### src/rtl/instruction_fetch.sv
// rtl/instruction_fetch.sv - fetch stage: one outstanding imem request, IF/ID register, skid buffer, redirect kill
// Optional FETCH_PERF_EN adds perf_fetched / perf_stall_cycles counters.
module instruction_fetch #(
   parameter int ADDR_W  = 32,
   parameter int DATA_W  = 32,
   parameter int PC_STEP = 1
) (
   input  logic              clock,
   input  logic              reset,
   input  logic [ADDR_W-1:0] pc_in,
   output logic [ADDR_W-1:0] next_address,
   output logic              imem_req,
   output logic [ADDR_W-1:0] imem_addr,
   input  logic              imem_ack,
   input  logic [DATA_W-1:0] imem_data,
   input  logic              stall,
   input  logic              redirect_valid,
   input  logic [ADDR_W-1:0] redirect_target,
   output logic              ifid_valid,
   output logic [DATA_W-1:0] ifid_instr,
   output logic [ADDR_W-1:0] ifid_pc
`ifdef FETCH_PERF_EN
   ,
   output logic [31:0]       perf_fetched,
   output logic [31:0]       perf_stall_cycles
`endif
);

   localparam logic [ADDR_W-1:0] STEP = ADDR_W'(PC_STEP);

   typedef enum logic [1:0] {
      S_BOOT  = 2'd0,
      S_FETCH = 2'd1,
      S_HOLD  = 2'd2,
      S_KILL  = 2'd3
   } state_t;

   state_t            state;
   state_t            state_next;
   logic [ADDR_W-1:0] kill_addr;
   logic [DATA_W-1:0] skid_instr;
   logic [ADDR_W-1:0] skid_pc;
   logic              fire;

   always_comb begin
      state_next   = state;
      imem_req     = 1'b0;
      imem_addr    = pc_in;
      next_address = pc_in;
      fire         = 1'b0;
      case (state)
         S_BOOT: state_next = S_FETCH;
         S_FETCH: begin
            imem_req = 1'b1;
            if (imem_ack) begin
               fire         = 1'b1;
               next_address = pc_in + STEP;
               if (stall) state_next = S_HOLD;
            end
         end
         S_HOLD: begin
            if (!stall) state_next = S_FETCH;
         end
         S_KILL: begin
            // the abandoned request must still complete at its original address
            imem_req  = 1'b1;
            imem_addr = kill_addr;
            if (imem_ack) state_next = S_FETCH;
         end
         default: state_next = S_BOOT;
      endcase
      if (redirect_valid) begin
         next_address = redirect_target;
         case (state)
            S_FETCH: state_next = imem_ack ? S_FETCH : S_KILL;
            S_KILL:  state_next = S_KILL;
            default: state_next = S_FETCH;
         endcase
      end
   end

   always_ff @(posedge clock) begin
      if (reset) begin
         state      <= S_BOOT;
         kill_addr  <= '0;
         skid_instr <= '0;
         skid_pc    <= '0;
         ifid_valid <= 1'b0;
         ifid_instr <= '0;
         ifid_pc    <= '0;
      end else begin
         state <= state_next;
         if (redirect_valid) begin
            ifid_valid <= 1'b0;
            skid_instr <= '0;
            skid_pc    <= '0;
            if (state == S_FETCH && !imem_ack) kill_addr <= pc_in;
         end else if (!stall) begin
            if (fire) begin
               ifid_valid <= 1'b1;
               ifid_instr <= imem_data;
               ifid_pc    <= pc_in;
            end else if (state == S_HOLD) begin
               ifid_valid <= 1'b1;
               ifid_instr <= skid_instr;
               ifid_pc    <= skid_pc;
            end else begin
               ifid_valid <= 1'b0;
            end
         end else if (fire) begin
            skid_instr <= imem_data;
            skid_pc    <= pc_in;
         end
      end
   end

`ifdef FETCH_PERF_EN
   always_ff @(posedge clock) begin
      if (reset) begin
         perf_fetched      <= '0;
         perf_stall_cycles <= '0;
      end else begin
         if (!redirect_valid && !stall && (fire || state == S_HOLD))
            perf_fetched <= perf_fetched + 32'd1;
         if ((imem_req && !imem_ack) || state == S_HOLD)
            perf_stall_cycles <= perf_stall_cycles + 32'd1;
      end
   end
`endif

endmodule
### config.mk
export PLATFORM = sky130hd
export DESIGN_NAME = instruction_fetch
export DESIGN_NICKNAME = d
export VERILOG_FILES = /design/src/rtl/instruction_fetch.sv
export SDC_FILE = /design/constraint.sdc
export NUM_CORES = 1
export LEC_CHECK = 0
export ABC_AREA = 1
export CORE_MARGIN = 5
export CORE_UTILIZATION = 48
export DETAILED_ROUTE_END_ITERATION = 8
export MAX_ROUTING_LAYER = met4
export PLACE_DENSITY = 0.85
export SETUP_SLACK_MARGIN = 0.05
export SKIP_LAST_GASP = 1
export SLEW_MARGIN = 20
export SYNTH_ARGS = -nofsm -noshare
export SYNTH_HDL_FRONTEND = slang
export SYNTH_SLANG_ARGS = --single-unit
### constraint.sdc
create_clock -name clock -period 2 [get_ports clock]
set_input_delay 0.3 -clock clock [delete_from_list [all_inputs] [get_ports clock]]
set_output_delay 0.3 -clock clock [all_outputs]
set_load 0.01 [all_outputs]
==> results_dict.tcl <==
set metrics [dict create \
    vdd_ir_drop_max_mv 0.607 \
    post_synth_mux_area_share 0.00275 \
    worst_setup_path_end_kind "output port" \
    drt_pre_antenna_iters 5 \
    pin_count_of_the_biggest_net_entering_global_routing 58 \
    vias 9793 \
    initialDrtViolationCount 791 \
    post_route_cells_drive_above_1_share 0.243 \
    regArea_sq_um 3270 \
    max_slew_margin 0.724 \
    grt_pass1_wl_um 47100 \
    critPathRequiredTime_ns 1.70 \
    row_count 47 \
    htree_num_levels 4 \
    first_global_vias 9407 \
    synthXorXnorAreaFrac 0.00214 \
    cell_internal_pwr_w 0.00586 \
    timing.final.setup_violations 29 \
    max_cap_violations 0 \
    routed_wl_um 31000 \
    drtAntennaViolNets 0 \
    place_ws_ns -0.794 \
    r2r_cells 10 \
    critical_path.startpoint_type "flop" \
    die-area_sq_um 19800 \
    globalplace.congestion 0.977 \
    floorplan.core_area_sq_um 16600 \
    syn-mean-instance-area_sq_um 6.58 \
    cts_made_buffers 17 \
    cts.clk_slew.worst_paths_ns 0.07 \
    clock_sink_count 163 \
    place.detailed.hpwl_um 20800 \
    min_delay_path_depth 3 \
    seq_power_share 0.410 \
    dieWidth_um 141 \
    post-route-drc-count 0 \
    worst_hold_path_type "in -> reg" \
    power_leakage_nw 5.54 \
    cts_buffer_depth 2 \
    synth_top_family_by_area "simple AND/OR/NAND/NOR gates" \
    global_route.overflow_total 0 \
    grt_util_all_layers 0.301 \
    synth_fa_ha_area_frac 0.00153 \
    failed_checks "setup timing" \
    die_y_um 141 \
    reg_to_reg_setup_timing_slack_ns 0.15 \
    p_switching_w 0.00253 \
    timing.hold.ws_ns 0.230 \
    synth-compound-area-share 0.207 \
    worst-path-max-fanout 6 \
    final_period_minus_worst_setup_slack_ns 2.21 \
    clockPowerShare 0.384 \
    start_util 0.491 \
    finish.instance_area_sq_um 12800 \
    achievable_freq_ghz 0.452 \
    area_growth_pct 56.2 \
    synth_simple_gate_area_share 0.296 \
    power.combinational.fraction 0.206 \
    cts_tree "done" \
    total_cell_area_at_the_placement_stage_sq_um 11600 \
    final_worst_path_cycle_share 1.11 \
    post_synth_instance_area_sq_um 8180 \
    cp_data_arrival_time_ns 1.91 \
    hold_violations 0 \
    rsz0062_at_grt "true" \
    multi_input_gate_area_sq_um 4680 \
    regToRegEndpoint "ifid_pc[7]$_SDFFE_PP0P_" \
    synth_nets 1345 \
    outcome "finished with violations" \
    timing.hold.worst_endpoint "skid_pc[3]$_SDFFE_PP0P_" \
    layout_setup_ws_ns -0.213 \
    number_of_pins_with_negative_max_slew_slack_in_the_final_report 0 \
    postSynthCellCount 1243 \
    synth.largest_area_cell "dfxtp_1" \
    synth-warning-count 0 \
    nFillCells 1204 \
    ios 231 \
    routedWlPerCell_um 17.1 \
    synthDistinctLibCells 31 \
    postSynthRegisterBits 163 \
    min_from "pc_in[3]" \
    fin_skew_ns 0.00677 \
    startpoint_to_endpoint_class_of_the_critical_path "reg -> out" \
    finalNetCount 1671 \
    grt_antenna_before_repair 2 \
    cts_hold_buffers 0 \
    critPathLaunch "state[1]$_SDFFE_PP0P_" \
    pwr_density_cell_nw_per_um2 656 \
    worstMarginPinSlew_ns 0.414 \
    place.port_buffers 230 \
    cts_root_buffer "clkbuf_16" \
    synth_top_area_share 0.399 \
    synth_sequential_area_ratio 0.399 \
    reg_to_reg_start "state[1]$_SDFFE_PP0P_" \
    p_sw_frac 0.302 \
    avgViaCountPerCell 5.42 \
    clk_latency_ns 0.44 \
    yosys-top-cells-area "dfxtp_1, nor2_1, nand2_1, o21ai_0, a21oi_1" \
]
[sequential cells by signal, summed over array words and instances (netlist names)]
signal      cells
ifid_instr     32
ifid_pc        32
kill_addr      32
skid_instr     32
skid_pc        32
state           2
ifid_valid      1
[repair_timing]
| action | CTS | global route |
|---|---|---|
| cloned | 2 | 3 |
| setup buffers | 16 | 8 |
| pin swaps | 24 | 28 |
| setup endpoints to repair | 192 | 136 |
| resized for setup | 358 | 99 |
[metrics by stage]
step	cells	TNS (ns)	util	total power, W
detailed placement	1747	-80.76	0.696	0.00514
CTS	1797	-3.42	0.745	0.00830
finish	1807	-2.73	0.767	0.00838
global placement	1747	-72.86	0.696	0.00511
global route	1804	-5.63	0.767	0.00870
floorplan	1243	0	-	0.00418
[routing by layer]
layer	track usage	share of wire	vias to the layer above
li1	-	-	4725
met3	0.0590	0.071	106
met4	0.143	0.040	0
met5	-	0	-
met2	0.480	0.49	429
met1	0.366	0.40	4533
[power groups by stage]
stage / logic, W / registers, W / clock network, W
2_1_floorplan: 0.000657 / 0.00352 / 0
3_3_place_gp: 0.00162 / 0.00349 / 0
3_5_place_dp: 0.00164 / 0.00350 / 0
4_1_cts: 0.00164 / 0.00343 / 0.00323
5_1_grt: 0.00185 / 0.00345 / 0.00340
6_report: 0.00173 / 0.00344 / 0.00322
[final cells by class]
cell class	count	share of cell area
multi-input combinational	905	0.366
clock inverter	14	0.0110
tap	220	0.0216
antenna	5	0.000980
clock buffer	18	0.0344
timing repair buffer	390	0.282
sequential	163	0.256
inverter	92	0.0280
[placed cells by master, fill, tap and decap left out, drive strengths merged]
cell type / synthesis / routed
nor2: 251 / 251
clkdlybuf4s15: 0 / 14
a31oi: 3 / 3
nand2: 237 / 237
a21oi: 96 / 96
clkinv: 1 / 5
xor2: 2 / 2
buf: 29 / 213
nor3: 6 / 6
a211oi: 35 / 35
o21ai: 176 / 176
and2: 1 / 1
clkinvlp: 0 / 2
nand3: 82 / 82
nand4: 13 / 13
ha: 1 / 1
diode: 0 / 5
dfxtp: 163 / 163
dlygate4sd2: 0 / 17
clkbuf: 54 / 23
clkdlybuf4s50: 0 / 141
inv: 91 / 99
mux2: 2 / 2
[cell families (layout without fill, tap and decap cells)]
logic type                 Yosys count  after routing
AOI/OAI and AO/OA                  310            310
xor gates and xnor gates             2              2
adders and majority gates            1              1
buffers and inverters              175            514
DFF                                163            163
muxes                                2              2
other                                0              5
and+or+nand+nor                    590            590
[cell usage after synthesis]
cell type	instances
nor2_1	246
nand2_1	234
dfxtp_1	163
o21ai_0	111
a21oi_1	96
inv_1	88
nand3_1	80
o21ai_1	65
clkbuf_1	54
a211oi_1	25
buf_2	14
nand4_1	13
a211oi_2	10
buf_6	9
buf_1	5
nor3_1	4
a31oi_1	3
inv_2	3
nand2_2	3
nor2_2	3
mux2_2	2
nand3_2	2
xor2_1	2
and2_1	1
buf_4	1
clkinv_1	1
ha_1	1
nor2_4	1
nor2_8	1
nor3_2	1
nor3_4	1
[how the worst max path moves through the flow]
stage                             endpoint  slack [ns]  cells after the start
after floorplan            next_address[7]        0.39                      6
after global placement    next_address[20]       -0.75                     12
after detailed placement  next_address[20]       -0.79                     12
after CTS                 next_address[31]       -0.22                     10
after global routing      next_address[24]       -0.29                     11
final                     next_address[11]       -0.21                      9
[worst max-delay path, stage by stage (launching register included)]
cell           delay, ns
dfxtp_2             0.34
inv_4               0.07
nand3_4             0.14
inv_4               0.14
nand3_4             0.09
o21ai_1             0.13
nand2_1             0.08
nor2_2              0.15
nor2_1              0.06
dlygate4sd2_1       0.29
(Power assumes the default switching activity.)
